<file path="config.mk">
export PLATFORM = sky130hd
export DESIGN_NAME = tx_frame_arbiter
export DESIGN_NICKNAME = d
export VERILOG_FILES = /design/src/rtl/tx_frame_arbiter.sv
export SDC_FILE = /design/constraint.sdc
export NUM_CORES = 1
export LEC_CHECK = 0
export CAP_MARGIN = 20
export CORE_UTILIZATION = 53
export DETAILED_ROUTE_END_ITERATION = 10
export DONT_BUFFER_PORTS = 1
export GPL_TIMING_DRIVEN = 0
export MAX_ROUTING_LAYER = met4
export PLACE_DENSITY = 0.74
export SYNTH_ARGS = -nofsm -noshare
export SYNTH_HDL_FRONTEND = slang
export SYNTH_SLANG_ARGS = --single-unit
</file>
<file path="constraint.sdc">
create_clock -name clk -period 2.52 [get_ports clk]
set_input_delay 0.756 -clock clk [delete_from_list [all_inputs] [get_ports clk]]
set_output_delay 0.756 -clock clk [all_outputs]
set_load 0.005 [all_outputs]
</file>
<file path="src/rtl/tx_frame_arbiter.sv">
// tx_frame_arbiter
// Shares the single MAC TX datapath between N_REQ ingress length FIFOs.
// A requester is picked round-robin, its frame length is popped and handed to the
// TX byte sequencer, and the grant is held until the sequencer reports completion.
// Lengths of zero or above MAX_LEN are popped and dropped without a tx_start.
//
// Build option: define TX_ARB_IFG_EN to insert an inter-frame gap of IFG_CYCLES
// clocks (GAP state, busy high, grant low) after every completed frame.
//
// state | meaning
// ------+-----------------------------------------------------------
// IDLE  | no owner; scanning req_valid from rr_ptr
// LOAD  | pop strobe and grant out; length legality decided here
// START | tx_start pulse to the sequencer, grant held
// BUSY  | frame in flight, waiting for tx_done
// GAP   | inter-frame gap countdown (TX_ARB_IFG_EN builds only)

module tx_frame_arbiter #(
    parameter int N_REQ      = 2,
    parameter int LEN_W      = 16,
    parameter int MAX_LEN    = 1518,
    parameter int IFG_CYCLES = 12
) (
    input  logic                   clk,
    input  logic                   rst,
    input  logic [N_REQ-1:0]       req_valid,
    input  logic [N_REQ*LEN_W-1:0] req_len,
    output logic [N_REQ-1:0]       req_pop,
    output logic [N_REQ-1:0]       grant,
    output logic                   tx_start,
    output logic [LEN_W-1:0]       tx_len,
    input  logic                   tx_done,
    output logic                   busy,
    output logic [15:0]            drop_cnt
);

    localparam int IDX_W = (N_REQ > 1) ? $clog2(N_REQ) : 1;

    if (N_REQ < 2) begin : g_bad_n_req
        $error("tx_frame_arbiter: N_REQ must be at least 2");
    end
    if (IFG_CYCLES < 1) begin : g_bad_ifg
        $error("tx_frame_arbiter: IFG_CYCLES must be at least 1");
    end

    typedef enum logic [2:0] {
        S_IDLE,
        S_LOAD,
        S_START,
        S_BUSY,
        S_GAP
    } state_t;

    state_t           state;
    logic [IDX_W-1:0] rr_ptr;
    logic [IDX_W-1:0] sel_idx;
    logic [IDX_W-1:0] next_ptr;
    logic             sel_found;
    logic             len_ok;
    int               cand;
    logic [LEN_W-1:0] len_arr [N_REQ];

`ifdef TX_ARB_IFG_EN
    localparam int GAP_W = $clog2(IFG_CYCLES + 1);
    logic [GAP_W-1:0] gap_cnt;
`endif

    for (genvar g = 0; g < N_REQ; g++) begin : g_unpack
        assign len_arr[g] = req_len[g*LEN_W +: LEN_W];
    end

    // Round-robin pick: first valid requester at or after rr_ptr, wrapping.
    always_comb begin
        sel_idx   = '0;
        sel_found = 1'b0;
        cand      = 0;
        for (int k = 0; k < N_REQ; k++) begin
            cand = int'(rr_ptr) + k;
            if (cand >= N_REQ) begin
                cand = cand - N_REQ;
            end
            if (!sel_found && req_valid[IDX_W'(cand)]) begin
                sel_found = 1'b1;
                sel_idx   = IDX_W'(cand);
            end
        end
    end

    assign next_ptr = (sel_idx == IDX_W'(N_REQ - 1)) ? '0 : sel_idx + 1'b1;

    // tx_len already holds the popped length while in LOAD, so legality is judged on it.
    assign len_ok = (tx_len != '0) && (tx_len <= LEN_W'(MAX_LEN));

    function automatic logic [N_REQ-1:0] onehot(input logic [IDX_W-1:0] idx);
        onehot      = '0;
        onehot[idx] = 1'b1;
    endfunction

    // Arbitration FSM; every output is a register updated alongside the state.
    // rr_ptr is advanced on the IDLE->LOAD edge so it is already past the winner
    // during LOAD, which holds for both dropped and transmitted frames.
    always_ff @(posedge clk or negedge rst) begin
        if (!rst) begin
            state    <= S_IDLE;
            rr_ptr   <= '0;
            req_pop  <= '0;
            grant    <= '0;
            tx_start <= 1'b0;
            tx_len   <= '0;
            busy     <= 1'b0;
            drop_cnt <= '0;
`ifdef TX_ARB_IFG_EN
            gap_cnt  <= '0;
`endif
        end else begin
            req_pop  <= '0;
            tx_start <= 1'b0;
            case (state)
                S_IDLE: begin
                    if (sel_found) begin
                        state   <= S_LOAD;
                        tx_len  <= len_arr[sel_idx];
                        req_pop <= onehot(sel_idx);
                        grant   <= onehot(sel_idx);
                        rr_ptr  <= next_ptr;
                        busy    <= 1'b1;
                    end
                end
                S_LOAD: begin
                    if (!len_ok) begin
                        state <= S_IDLE;
                        grant <= '0;
                        busy  <= 1'b0;
                        if (drop_cnt != 16'hFFFF) begin
                            drop_cnt <= drop_cnt + 16'd1;
                        end
                    end else begin
                        state    <= S_START;
                        tx_start <= 1'b1;
                    end
                end
                S_START: begin
                    state <= S_BUSY;
                end
                S_BUSY: begin
                    if (tx_done) begin
                        grant <= '0;
`ifdef TX_ARB_IFG_EN
                        state   <= S_GAP;
                        gap_cnt <= GAP_W'(IFG_CYCLES - 1);
`else
                        state <= S_IDLE;
                        busy  <= 1'b0;
`endif
                    end
                end
`ifdef TX_ARB_IFG_EN
                S_GAP: begin
                    if (gap_cnt == '0) begin
                        state <= S_IDLE;
                        busy  <= 1'b0;
                    end else begin
                        gap_cnt <= gap_cnt - 1'b1;
                    end
                end
`endif
                default: begin
                    state <= S_IDLE;
                    grant <= '0;
                    busy  <= 1'b0;
                end
            endcase
        end
    end

endmodule
</file>
# After elaboration in Yosys (flattened, before gate mapping)
# Index checks and enable logic that the tools add are counted.
op_classes:
  addsub: 5
  magnitude_cmp: 8
  eq_ne: 7
  mux: 32
  bitwise_logic: 3
  reduce_logical: 10
ops:
  columns: ["cell", "count"]
  rows:
  - ["16-bit two-way mux", 3]
  - ["1-bit two-way mux", 17]
  - ["16-bit by 1-bit adder with 16-bit output (second input constant)", 1]
  - ["16-bit by 11-bit less-or-equal comparator with 1-bit output (second input constant)", 1]
  - ["16-bit != test (second input constant)", 1]
  - ["16-bit nonzero test", 1]
  - ["2-bit two-way mux", 6]
  - ["3-bit one-hot mux with 4 select lines", 1]
  - ["2-bit one-hot mux with 4 select lines", 1]
  - ["3-bit by 2-bit == test with 1-bit output (second input constant)", 2]
  - ["1-bit by 3-bit < comparator with 1-bit output (second input constant)", 2]
  - ["3-bit two-way mux", 2]
  - ["2-bit != test (second input constant)", 3]
  - ["2-bit >= comparator (second input constant)", 2]
  - ["1-bit one-hot mux with 4 select lines", 1]
  - ["2-bit AND reduction", 2]
  - ["4-bit AND reduction", 1]
  - ["3-bit by 1-bit == test with 1-bit output (second input constant)", 1]
  - ["1-bit logical AND", 3]
  - ["3-bit zero test", 1]
  - ["3-bit AND reduction", 1]
  - ["1-bit by 1-bit adder with 2-bit output (second input constant)", 1]
  - ["1-bit by 2-bit >= comparator with 1-bit output (second input constant)", 1]
  - ["1-bit by 2-bit < comparator with 1-bit output (second input constant)", 1]
  - ["other kinds (7)", 9]
word_totals:
  register_bits: 42
  inputBits: 37
  wordCells: 73

# Depth between registers and ports, before layout
logic_depth:
  depth_word: 15
  depth_mapped: 8
  depth_no_buf: 7

# Least setup slack after synthesis
# OpenSTA, ideal clock, no wires.
synth_timing:
  path_type: "flip-flop to flip-flop"
  start: "register drop_cnt[3]"
  end: "register drop_cnt[1]"
  setup_time_ps: 125
  arrival_time_ps: 1670
  required_time_ps: 2395
  path_slack_ps: 725
  path_stages_with_launch: 7
  n_path_buf: 1
  period_less_slack_ps: 1795
  path_cell_list: "dfrtp_1 and4_1 nand4_4 o211a_1 o21ai_2 buf_6 mux2_2"
synth_between:
  elab_chain_cells: 2
synth_lines:
  columns: ["item", "line", "rtl"]
  rows:
  - ["start: declaration", "34", "output logic [15:0] drop_cnt"]
  - ["start signal: assignment", "135", "drop_cnt <= drop_cnt + 16'd1;"]
  - ["16-bit != test", "134", "if (drop_cnt != 16'hFFFF) begin"]
  - ["3-bit AND reduction (no source line)", null, null]
# Every way passes these cells.
# A chain may end at the register's enable or synchronous reset.

# Worst setup path in the final report
# Ends and elaborated chain as after synthesis.

==> flow_summary_export.csv <==
group,metric,value,unit
logic_synthesis,synth_top_area_share,51.83,%
timing,fmax,501.7,MHz
clock_tree,clk_latency,290,ps
global_route,grt_max_degree,42,
critical_path,arrival,2160,ps
placement,routabilityCongestion,0.8474,
timing,tns,0,ps
final_layout,drive_above_1_share,9.950,%
timing,timing.hold.ws,154.0,ps
clock_tree,cts.reportedPaths.clkPinSlew,70,ps
critical_path,r2r.worst_path.cells,6,
global_route,overflow,0,
min_path,hold_path_class,"in2async",
critical_path,r2r-end,"drop_cnt[1]$_DFFE_PN0P_",
logic_synthesis,yosys.area_share.adder,0.6321,%
logic_synthesis,synth_top_family_by_area,"simple AND/OR/NAND/NOR gates",
drt,ant_nets,0,
floorplan,core,0.003468,mm2
timing,rsz0062_at_grt,"no",
drt,vias_per_cell,6.069,
timing,slew_viol_final,0,
critical_path,critPathRequiredTime,2690,ps
timing,setup_viol,0,
final_layout,nNetsFinal,239,
placement,dp_hpwl,3172,um
logic_synthesis,synthMuxAreaShare,0.5689,%
clock_tree,cts_tree,"yes",
logic_synthesis,ys_ff_latch,41,
floorplan,die-area,0.003983,mm2
floorplan,dieHeight,63.11,um
clock_tree,htree_levels,2,
logic_synthesis,synth_area_per_cell,10.20,um2
pwr,cellPowerDensity,1115,mW/mm2
clock_tree,cts_made_buffers,5,
global_route,grt.total_usage,24.23,%
logic_synthesis,ys_seq_area_share,51.83,%
final_layout,diodes,0,
clock_tree,cts_root_buffer,"clkbuf_8",
critical_path,start_kind,"register",
logic_synthesis,synth_compound_area_share,16.12,%
global_route,grt_pass1_vias,1532,
drt,wl,4226,um
logic_synthesis,yosysWarningCount,0,
logic_synthesis,async_flop_share,100.0,%
logic_synthesis,yosys.area_share.simple,20.92,%
logic_synthesis,synth_common_cells,"dfrtp_1 (41), nand2_1 (27), o21ai_0 (18), o22ai_1 (16), xor2_1 (12)",
clock_tree,post_cts_buffers,0,
status,status,"finished clean",
placement,portBuffers,0,
global_route,antenna_found_initial,0,
logic_synthesis,netlist_instances,194,
timing,fin_crit,1993,ps
flow_run,maxCapViolCount,0,
drt,vias,1499,
logic_synthesis,synth_flop_cell,"dfrtp_1",
logic_synthesis,synthDistinctLibCells,38,
logic_synthesis,syn_nets,232,
drt,drt_iter0_drc,125,
clock_tree,post_cts_resized,0,
clock_tree,cts_hold_buffers,0,
pwr,p_leak,0.9522,nW
critical_path,endpoint_kind,"register",
drt,drc,0,
timing,relSlewSlack,68.31,%
critical_path,reg2reg_from,"drop_cnt[3]$_DFFE_PN0P_",
critical_path,path_max_fanout,10,
clock_tree,clock-sinks,41,
final_layout,area_growth,7.269,%
critical_path,reg2reg_slack,530,ps
logic_synthesis,synthTopCellsByArea,"dfrtp_1 (52%), xor2_1 (5.3%), nand2_1 (5.1%)",
floorplan,ios,75,
global_route,grt_pass1_wl,7182,um
logic_synthesis,synth_top_area_cell,"dfrtp_1",
logic_synthesis,yosysMostFrequentCell,"dfrtp_1",
logic_synthesis,synth_area,0.001979,mm2
pwr,vdd_ir_drop_max,0.6278,mV
critical_path,crit_type,"reg2reg",
final_layout,finalNonFillerCells,247,
placement,place_inst,240,
timing,period_share,79.10,%
clock_tree,clockBufferDepth,2,
timing,tightest_slew,475.4,ps
timing,hold_viol_final,0,
floorplan,num_rows,21,
floorplan,die_w,63.11,um
timing,finClkSkew,5.553,ps
logic_synthesis,synth_xor_xnor_area_share,7.080,%
floorplan,initial_core_util,57.07,%
drt,post_drt_wl_per_cell,17.11,um
drt,drtPass1Iterations,4,
logic_synthesis,synth-edff-count,0,
-- logic make-up after synthesis --
logic type,after synthesis
adder cells (fa/ha/maj),1
AND/OR/NAND/NOR,74
XOR/XNOR,16
buffers and inverters,13
multiplexers,1
flip-flops,41
AO/OA/AOI/OAI,48
-- worst max-delay path by stage --
| stage | start | to | cells past startpoint |
|---|---|---|---|
| floorplan | drop_cnt[3]$_DFFE_PN0P_ | drop_cnt[1]$_DFFE_PN0P_ | 6 |
| global placement | drop_cnt[3]$_DFFE_PN0P_ | drop_cnt[1]$_DFFE_PN0P_ | 6 |
| detailed placement | drop_cnt[3]$_DFFE_PN0P_ | drop_cnt[1]$_DFFE_PN0P_ | 6 |
| CTS | drop_cnt[3]$_DFFE_PN0P_ | drop_cnt[1]$_DFFE_PN0P_ | 6 |
| global route | drop_cnt[0]$_DFFE_PN0P_ | drop_cnt[1]$_DFFE_PN0P_ | 7 |
| finish | drop_cnt[3]$_DFFE_PN0P_ | drop_cnt[1]$_DFFE_PN0P_ | 6 |
-- state kept, by name, summed over array words and instances, names as in the netlist --
signal,count
tx_start,1
busy,1
drop_cnt,16
state,2
req_pop,2
rr_ptr,1
tx_len,16
grant,2
-- per-layer routing --
| metal | track usage, % | part of all wire [%] | wire (um) | up-vias |
|---|---|---|---|---|
| met4 | 10.76 | 1.3 | 56 | 0 |
| met5 | - | 0 | 0 | - |
| met3 | 6.522 | 5.3 | 222 | 4 |
| met2 | 37.10 | 49 | 2079 | 48 |
| li1 | - | - | - | 711 |
| met1 | 30.02 | 44 | 1868 | 736 |
-- per-stage QoR --
stage	setup slack, ps	instance area [um2]	power (mW)	util, %
floorplan	725.0	1979	1.727	-
global placement	567.5	2037	1.895	58.73
detailed placement	527.4	2037	1.959	58.73
CTS	518.0	2123	2.385	61.22
global route	439.0	2123	2.547	61.22
finish	526.6	2123	2.367	61.22
-- final cells by class --
cell class,count,area (um2)
Multi-Input combinational cell,140,897.1
Buffer,7,33.78
Fill cell,303,1345
Sequential cell,41,1026
Inverter,6,22.52
Clock buffer,7,86.33
Tap cell,46,57.56
-- worst max-delay path, stage by stage, from the launching register on --
cell	delay, ps
dfrtp_1	470
and4_1	300
nand4_4	140
o211a_1	270
o21ai_2	150
buf_6	210
mux2_2	340
-- cells in the final DEF (no fill, tap or decap), types with 2 or more instances in the layout --
master / synthesis / layout
clkbuf_8: 0 / 6
xor2_1: 12 / 12
inv_1: 5 / 5
clkbuf_1: 5 / 6
nor3_1: 6 / 6
nand3_1: 9 / 9
nand2_1: 27 / 27
nor4_1: 6 / 6
o22ai_1: 16 / 16
nand4_1: 2 / 2
a21oi_1: 5 / 5
and4_1: 2 / 2
nor2_1: 9 / 9
dfrtp_1: 41 / 41
nor3_2: 4 / 4
xnor2_1: 4 / 4
and2_1: 2 / 2
o21ai_0: 18 / 18
-- report_power, final --
group	switching [mW]	internal, mW	total, mW
clock network	0.207	0.217	0.424
registers	0.308	0.880	1.19
logic	0.444	0.311	0.755
total	0.959	1.41	2.37
(Power assumes the default switching activity.)
